File: config.mk
export PLATFORM = sky130hd
export DESIGN_NAME = cook_timer_down
export DESIGN_NICKNAME = d
export VERILOG_FILES = /design/src/rtl/microwave_pkg.sv /design/src/rtl/bcd_digit_down.sv /design/src/rtl/cook_timer_down.sv
export SDC_FILE = /design/constraint.sdc
export NUM_CORES = 1
export LEC_CHECK = 0
export ABC_AREA = 1
export CORE_UTILIZATION = 50
export DETAILED_ROUTE_END_ITERATION = 6
export PLACE_DENSITY_LB_ADDON = 0.3
export SLEW_MARGIN = 20
export SYNTH_ARGS = -nofsm -noshare
export SYNTH_HDL_FRONTEND = slang
export SYNTH_SLANG_ARGS = --single-unit
File: constraint.sdc
create_clock -name clk -period 3.5 [get_ports clk]
set_input_delay 0.35 -clock clk [delete_from_list [all_inputs] [get_ports clk]]
set_output_delay 0.35 -clock clk [all_outputs]
set_load 0.01 [all_outputs]
File: src/rtl/microwave_pkg.sv
// Shared types and constants for the microwave cook-timer datapath.
package microwave_pkg;

    typedef enum logic [1:0] {IDLE, RUN, PAUSE, DONE} state_t;

    typedef logic [3:0]  bcd_t;
    typedef logic [15:0] mmss_t;

    localparam bcd_t  SEC_HI_MAX = 4'd5;
    localparam bcd_t  DIGIT_MAX  = 4'd9;
    localparam mmss_t TIME_ZERO  = 16'h0000;
    localparam mmss_t TIME_ONE   = 16'h0001;
    localparam mmss_t TIME_30S   = 16'h0030;

endpackage

File: src/rtl/bcd_digit_down.sv
// One BCD down-counting digit; load takes effect before a same-cycle decrement.
// borrow_out flags that the digit about to be decremented is zero.
module bcd_digit_down
    import microwave_pkg::*;
#(
    parameter bcd_t WRAP = DIGIT_MAX
) (
    input  logic clk,
    input  logic clear_n,
    input  logic dec_in,
    input  logic load,
    input  bcd_t load_val,
    output bcd_t digit,
    output logic borrow_out
);

    bcd_t digit_q;
    bcd_t digit_d;
    bcd_t base;

    always_comb begin
        base    = load ? load_val : digit_q;
        digit_d = base;
        if (dec_in) begin
            digit_d = (base == 4'd0) ? WRAP : base - 4'd1;
        end
    end

    assign borrow_out = (base == 4'd0);
    assign digit      = digit_q;

    always_ff @(posedge clk) begin
        if (!clear_n) begin
            digit_q <= 4'd0;
        end else begin
            digit_q <= digit_d;
        end
    end

endmodule

File: src/rtl/cook_timer_down.sv
// BCD mm:ss cook-time countdown with start/pause/door/cancel and expiry beep.
// Optional +30 s button behaviour is compiled in with `define ADD_30S_EN.
module cook_timer_down
    import microwave_pkg::*;
#(
    parameter int BEEP_TICKS = 3,
    parameter int MAX_MIN    = 99
) (
    input  logic        clk,
    input  logic        clear_n,
    input  logic        tick_en,
    input  logic        load,
    input  logic [15:0] load_time,
    input  logic        start,
    input  logic        pause,
    input  logic        cancel,
    input  logic        door_open,
    input  logic        add30,
    output logic [15:0] time_left,
    output logic        running,
    output logic        paused,
    output logic        done,
    output logic        beep
);

    localparam bcd_t  BEEP_LAST = bcd_t'(BEEP_TICKS);
    localparam mmss_t TIME_MAX  = {bcd_t'(MAX_MIN / 10), bcd_t'(MAX_MIN % 10), 4'h5, 4'h9};

    state_t state_q, state_d;
    bcd_t   beep_cnt_q, beep_cnt_d;
    logic   running_q, paused_q, done_q, beep_q, done_d;

    mmss_t  time_q, base, t_load_val;
    logic   t_load, t_dec;
    logic   dec_s_hi, dec_m_lo, dec_m_hi;
    logic   brw_s_lo, brw_s_hi, brw_m_lo, unused_brw_m_hi;

    function automatic logic load_valid(mmss_t t);
        int mins;
        mins = 10 * int'(t[15:12]) + int'(t[11:8]);
        return (t[15:12] <= DIGIT_MAX) && (t[11:8] <= DIGIT_MAX) &&
               (t[7:4] <= SEC_HI_MAX) && (t[3:0] <= DIGIT_MAX) && (mins <= MAX_MIN);
    endfunction

`ifdef ADD_30S_EN
    function automatic mmss_t add_30s(mmss_t t);
        bcd_t m_hi, m_lo, s_hi;
        int   mins;
        m_hi = t[15:12];
        m_lo = t[11:8];
        s_hi = t[7:4] + 4'd3;
        if (s_hi > SEC_HI_MAX) begin
            s_hi = s_hi - 4'd6;
            mins = 10 * int'(m_hi) + int'(m_lo) + 1;
            if (mins > MAX_MIN) return TIME_MAX;
            if (m_lo == DIGIT_MAX) begin
                m_lo = 4'd0;
                m_hi = m_hi + 4'd1;
            end else begin
                m_lo = m_lo + 4'd1;
            end
        end
        return {m_hi, m_lo, s_hi, t[3:0]};
    endfunction
`else
    logic unused_add30;
    assign unused_add30 = add30;
`endif

    always_comb begin
        state_d    = state_q;
        beep_cnt_d = beep_cnt_q;
        done_d     = 1'b0;
        t_load     = 1'b0;
        t_load_val = time_q;
        t_dec      = 1'b0;
        base       = time_q;
        if (cancel) begin
            state_d    = IDLE;
            t_load     = 1'b1;
            t_load_val = TIME_ZERO;
            beep_cnt_d = 4'd0;
        end else begin
            case (state_q)
                IDLE: begin
                    if (start && time_q != TIME_ZERO && !door_open) begin
                        state_d = RUN;
                    end
`ifdef ADD_30S_EN
                    else if (add30 && time_q == TIME_ZERO && !door_open) begin
                        t_load     = 1'b1;
                        t_load_val = TIME_30S;
                        state_d    = RUN;
                    end else if (add30 && time_q != TIME_ZERO) begin
                        t_load     = 1'b1;
                        t_load_val = add_30s(time_q);
                    end
`endif
                    else if (load && load_valid(load_time)) begin
                        t_load     = 1'b1;
                        t_load_val = load_time;
                    end
                end
                RUN: begin
                    if (door_open || pause) begin
                        state_d = PAUSE;
                    end else begin
`ifdef ADD_30S_EN
                        if (add30) begin
                            t_load     = 1'b1;
                            t_load_val = add_30s(time_q);
                        end
`endif
                        // Decrement acts on the post-add30 value so a coincident add nets +29 s.
                        base = t_load ? t_load_val : time_q;
                        if (tick_en && base != TIME_ZERO) begin
                            t_dec = 1'b1;
                            if (base == TIME_ONE) begin
                                state_d    = DONE;
                                done_d     = 1'b1;
                                beep_cnt_d = 4'd0;
                            end
                        end
                    end
                end
                PAUSE: begin
                    if (start && !door_open) begin
                        state_d = RUN;
                    end
`ifdef ADD_30S_EN
                    else if (add30) begin
                        t_load     = 1'b1;
                        t_load_val = add_30s(time_q);
                    end
`endif
                end
                DONE: begin
                    if (tick_en) begin
                        beep_cnt_d = beep_cnt_q + 4'd1;
                        if (beep_cnt_d == BEEP_LAST) begin
                            state_d    = IDLE;
                            beep_cnt_d = 4'd0;
                        end
                    end
                end
                default: state_d = IDLE;
            endcase
        end
    end

    always_ff @(posedge clk) begin
        if (!clear_n) begin
            state_q    <= IDLE;
            beep_cnt_q <= 4'd0;
            running_q  <= 1'b0;
            paused_q   <= 1'b0;
            done_q     <= 1'b0;
            beep_q     <= 1'b0;
        end else begin
            state_q    <= state_d;
            beep_cnt_q <= beep_cnt_d;
            running_q  <= (state_d == RUN);
            paused_q   <= (state_d == PAUSE);
            done_q     <= done_d;
            beep_q     <= (state_d == DONE);
        end
    end

    assign dec_s_hi = t_dec & brw_s_lo;
    assign dec_m_lo = dec_s_hi & brw_s_hi;
    assign dec_m_hi = dec_m_lo & brw_m_lo;

    bcd_digit_down #(.WRAP(DIGIT_MAX)) u_s_lo (
        .clk(clk), .clear_n(clear_n), .dec_in(t_dec), .load(t_load),
        .load_val(t_load_val[3:0]), .digit(time_q[3:0]), .borrow_out(brw_s_lo)
    );
    bcd_digit_down #(.WRAP(SEC_HI_MAX)) u_s_hi (
        .clk(clk), .clear_n(clear_n), .dec_in(dec_s_hi), .load(t_load),
        .load_val(t_load_val[7:4]), .digit(time_q[7:4]), .borrow_out(brw_s_hi)
    );
    bcd_digit_down #(.WRAP(DIGIT_MAX)) u_m_lo (
        .clk(clk), .clear_n(clear_n), .dec_in(dec_m_lo), .load(t_load),
        .load_val(t_load_val[11:8]), .digit(time_q[11:8]), .borrow_out(brw_m_lo)
    );
    bcd_digit_down #(.WRAP(DIGIT_MAX)) u_m_hi (
        .clk(clk), .clear_n(clear_n), .dec_in(dec_m_hi), .load(t_load),
        .load_val(t_load_val[15:12]), .digit(time_q[15:12]), .borrow_out(unused_brw_m_hi)
    );

    assign time_left = time_q;
    assign running   = running_q;
    assign paused    = paused_q;
    assign done      = done_q;
    assign beep      = beep_q;

endmodule
---- Word level (Yosys, flattened, before mapping) ----
Cells that the tools add are included.
operators by class
  add/sub/neg operators ................... 6
  multiply operators ...................... 1
  $lt $le $gt $ge ......................... 5
  equal/unequal tests ..................... 12
  mux-type cells .......................... 40
  bitwise logic cells ..................... 6
  reductions and logical operators ........ 21
operators by type and width
  kind                                                                    count
  4-bit 2-to-1 mux                                                        17
  16-bit 2-to-1 mux                                                       4
  16-bit by 1-bit equality test with 1-bit output, second input constant  1
  4-bit logical NOT                                                       4
  2-bit 2-to-1 mux                                                        8
  16-bit nonzero test                                                     1
  4-bit by 1-bit subtractor with 4-bit output, second input constant      4
  4-bit <= comparator, second input constant                              3
  8-bit by 4-bit adder with 9-bit output                                  1
  9-bit by 7-bit <= comparator with 1-bit output, second input constant   1
  1-bit logical AND                                                       9
  1-bit 2-to-1 mux                                                        9
  2-bit equality test, second input constant                              4
  2-bit != test, second input constant                                    4
  2-bit case mux with 4 select lines                                      1
  4-bit case mux with 2 select lines                                      1
  3-bit by 4-bit multiplier with 7-bit output, first input constant       1
  5-bit AND reduction                                                     1
  5-bit OR reduction                                                      1
  4-bit by 1-bit adder with 4-bit output, second input constant           1
  2-bit by 1-bit equality test with 1-bit output, second input constant   2
  4-bit by 2-bit equality test with 1-bit output, second input constant   1
  4-bit by 3-bit <= comparator with 1-bit output, second input constant   1
  1-bit bitwise AND                                                       3
  6 further kinds                                                         8
word-level totals
  flip-flop bits (word level) ............. 26
  bits of input ports ..................... 25
  output and inout port bits .............. 20
  logic and storage cells ................. 101

---- Longest topological paths before layout ----
  depth in word-level cells ............... 16
  gate-level depth with buffers ........... 22
  depth with buffers taken out ............ 21

---- By module ----
A second synthesis with hierarchy kept.
unflattened totals
  cell total of the unflattened synthesis .. 456
  area, all modules ....................... 2672.6 sq um
modules (own cells, without submodules)
  module                        instances  cells each  area each (sq um)
  cook_timer_down               1          270         1468.9
  bcd_digit_down at u_m_hi ...  3          49          319.1
  bcd_digit_down at u_s_hi      1          39          246.5

---- Worst setup path after synthesis ----
OpenSTA, ideal clock, no wires.
  path type ............................... in2reg
  start ................................... in load_time[13]
  end ..................................... reg u_m_hi.digit_q[3] (netlist: u_m_hi.digit[3])
  setup time .............................. 0.071 ns
  arrival ................................. 2.702 ns
  data required time ...................... 3.429 ns
  slack ................................... 0.727 ns
  cell stages on the path ................. 18
  buffers on the path ..................... 1
  cells stage by stage .................... ha_1 -> ha_1 -> fa_1 -> nand2_1 -> clkinv_2 -> nand3_2 -> nor2_2 -> nor2_4 -> nor2_8 -> buf_6 -> nand3b_1 -> nand3_2 -> nand2_2 -> nor2_4 -> inv_2 -> nor2_4 -> nand2_1 -> a21oi_1
between the ends
  longest elaborated chain between the ends .. 16
RTL lines
  what                                                                             line                   RTL
  start: declaration                                                               cook_timer_down.sv:13  input logic [15:0] load_time,
  branches (longest 15 deep; another with 8-bit by 4-bit adder with 9-bit output)  n/a
  4-bit 2-to-1 mux *                                                               bcd_digit_down.sv:24   if (dec_in) begin
  end signal: assignment                                                           bcd_digit_down.sv:36   digit_q <= digit_d;
  end: declaration                                                                 bcd_digit_down.sv:17   bcd_t digit_q;
Every way passes the cells marked *.
A chain may end at the register's enable or synchronous reset.

---- Worst setup path after layout ----
  start ................................... in load_time[13]
  end ..................................... reg u_m_hi.digit_q[0] (netlist: u_m_hi.digit[0])
The elaborated chain is that of the path after synthesis.

==> results.json <==
{
  "clock_latency_ns": 0.28,
  "peakVddDrop_uv": 164,
  "rsz0062_at_grt": "no",
  "initial_utilization_pct": 52.7,
  "grt-ovfl-total": 0,
  "cts_buffers": 3,
  "synth_top_cell_by_area": "dfxtp_1",
  "ys_seq_elements": 26,
  "max-clock-path-buffers": 2,
  "cts_root_buf": "clkbuf_8",
  "synth_cells": 331,
  "io_pins": 45,
  "hpwl_mm": 4.16,
  "async_reset_ff_share_pct": 0,
  "nFillCells": 354,
  "dieHeight_um": 67.4,
  "outcome": "complete, no violations",
  "min_period_over_period_pct": 94.0,
  "yosysUniqueCellTypes": 39,
  "leakage_nw": 1.40,
  "cts_tree": "done",
  "final_area_sq_um": 2810,
  "std_cell_rows": 23,
  "relSlewSlack_pct": 58.1,
  "htree_levels": 1,
  "ant_nets": 0,
  "final.min_clock_period_ns": 3.29,
  "synthTopCellsByCount": "78 x nand2_1, 57 x inv_1, 38 x nand3_1",
  "synth-main-ff-cell": "dfxtp_1",
  "drt-initial-drc-count": 139,
  "path_clk_slew_ns": 0.09,
  "ctsHoldBuffers": 0,
  "area_growth_pct": 31.3,
  "die_w_um": 67.4,
  "grt_pass1_vias": 2120,
  "worstRegToRegCells": 16,
  "syn_nets": 367,
  "drt_pass1_iterations": 4,
  "diodes": 0,
  "synth.avg_cell_area_sq_um": 6.46,
  "fp.coreArea_sq_um": 4060,
  "crit_path_end_kind": "register",
  "synth.area.top_cells": "dfxtp_1 24%, nand2_1 14%, inv_1 10%",
  "grt_max_degree": 19,
  "clock_skew_ns": 0.00261,
  "drv_slew": 0,
  "drive_gt1_share_pct": 15.3,
  "worst_slew_pin_slew_ns": 0.624,
  "antenna_found_initial": 0,
  "setup_violations": 0,
  "synth_most_common_cell": "nand2_1",
  "grt_use_total_pct": 25.4,
  "hold_class": "register to register",
  "yosysSeqAreaShare_pct": 24.4,
  "holdWs_ns": 0.527,
  "fmax_mhz": 304,
  "synth-edff-count": 0,
  "placement.io_buffers": 43,
  "synth_top_area_share_pct": 24.4,
  "maxCapViolCount": 0,
  "vias": 2245,
  "wirelength_mm": 5.29,
  "gp_congestion": 0.864,
  "p_per_area_nw_per_um2": 246,
  "grt_pass1_wl_mm": 8.95,
  "cts_num_sinks": 26,
  "syn_area_sq_um": 2140,
  "via_per_inst": 5.09,
  "hold_viol_final": 0,
  "crit_fanout": 13,
  "cp-start-kind": "input port",
  "cp.required_ns": 3.70,
  "place_area_sq_um": 2720,
  "critPathArrivalTime_ns": 3.49,
  "crit_type": "input port to register",
  "fin_nets": 428,
  "timing.setup.tns_ns": 0,
  "dieArea_sq_um": 4540,
  "drc": 0,
  "worstHoldPathCells": 1,
  "wl_per_cell_um": 12.0,
  "totalPowerFinal_mw": 0.691,
  "yosysWarnings": 0
}
cell type report:
class	instances	area (sq um)	area share, %
Clock buffer	4	55.1	1.96
Tap cell	50	62.6	2.23
Sequential cell	26	520	18.6
Multi-Input combinational cell	236	1360	48.3
Timing Repair Buffer	61	569	20.3
Inverter	64	241	8.61
cells in the final DEF (no fill, tap or decap), types with 3 or more instances in the layout:
cell type and n:
clkbuf_8 4, buf_4 17, clkdlybuf4s50_1 43, ha_1 9
inv_1 57, nand3b_1 5, nor2_1 25, a21oi_1 17
dfxtp_1 26, nand3_2 8, nand2_1 78, nand4_1 3
nand2_2 6, nand2_4 3, o21ai_0 12, nand3_1 36
inv_2 4, nor2_2 5, nor2_4 5
per-stage QoR:
step,setup WS (ns),cells,util [%]
after CTS,0.187,440,68.4
after global routing,0.00165,441,69.1
final,0.209,441,69.1
after detailed placement,-0.0962,436,67.0
after global placement,-0.0169,436,67.0
after floorplan,0.727,331,-
worst max-delay path: stages:
cell	delay (ns)
clkdlybuf4s50_1	0.45
ha_1	0.31
ha_1	0.22
fa_1	0.45
nand2_1	0.10
clkinv_2	0.08
nand3_1	0.09
nand2_1	0.06
nand2_1	0.05
nand3_1	0.06
nand2_1	0.10
nand2_4	0.10
nand2_8	0.12
nand2_1	0.07
nand3_1	0.09
nand2_1	0.14
nor2_4	0.21
nand2_4	0.11
nor2_4	0.12
nand2_1	0.06
a21oi_1	0.13
state kept, by name (all words and copies together), names as in the netlist:
register      cells
beep              1
beep_cnt_q        4
done              1
paused            1
running           1
state_q           2
u_m_hi.digit      4
u_m_lo.digit      4
u_s_hi.digit      4
u_s_lo.digit      4
worst paths after layout:
path                         startpoint                    endpoint  slack (ns)
max                       load_time[13]  u_m_hi.digit[0]$_SDFF_PN0_        0.21
min reg2reg  beep_cnt_q[3]$_SDFFE_PP0P_  beep_cnt_q[3]$_SDFFE_PP0P_        0.53
max reg2reg  u_m_hi.digit[0]$_SDFF_PN0_  u_m_hi.digit[0]$_SDFF_PN0_        1.25
min          beep_cnt_q[3]$_SDFFE_PP0P_  beep_cnt_q[3]$_SDFFE_PP0P_        0.53
where the power goes:
group	switching, mW	internal [mW]	total, mW	leakage, nW
clock network	0.0993	0.101	0.200	0.0288
logic	0.108	0.0822	0.190	1.17
registers	0.00247	0.298	0.301	0.210
cell families (layout without fill, tap and decap cells):
| family | count (synthesis) | count (layout) | share of synthesized area, % |
|---|---|---|---|
| fa+ha+maj | 11 | 11 | 7.14 |
| compound gates | 39 | 39 | 10.7 |
| buf+inv | 69 | 129 | 13.1 |
| simple gates | 184 | 184 | 44.0 |
| xor+xnor | 2 | 2 | 0.820 |
| flops | 26 | 26 | 24.4 |
layer usage:
metal | global-route usage [%] | up-vias | part of all wire [%]
li1 | - | 1174 | -
met1 | 32.4 | 1022 | 46
met2 | 43.9 | 43 | 49
met3 | 3.72 | 6 | 4.2
met4 | 7.71 | 0 | 1.3
met5 | 0 | - | 0
repair_timing:
| action | 4_1_cts | 5_1_grt |
|---|---|---|
| buffers inserted | 0 | 1 |
| setup endpoints to repair | 0 | 4 |
| resized for setup | 0 | 4 |
Power figures use the tool's default switching activity.
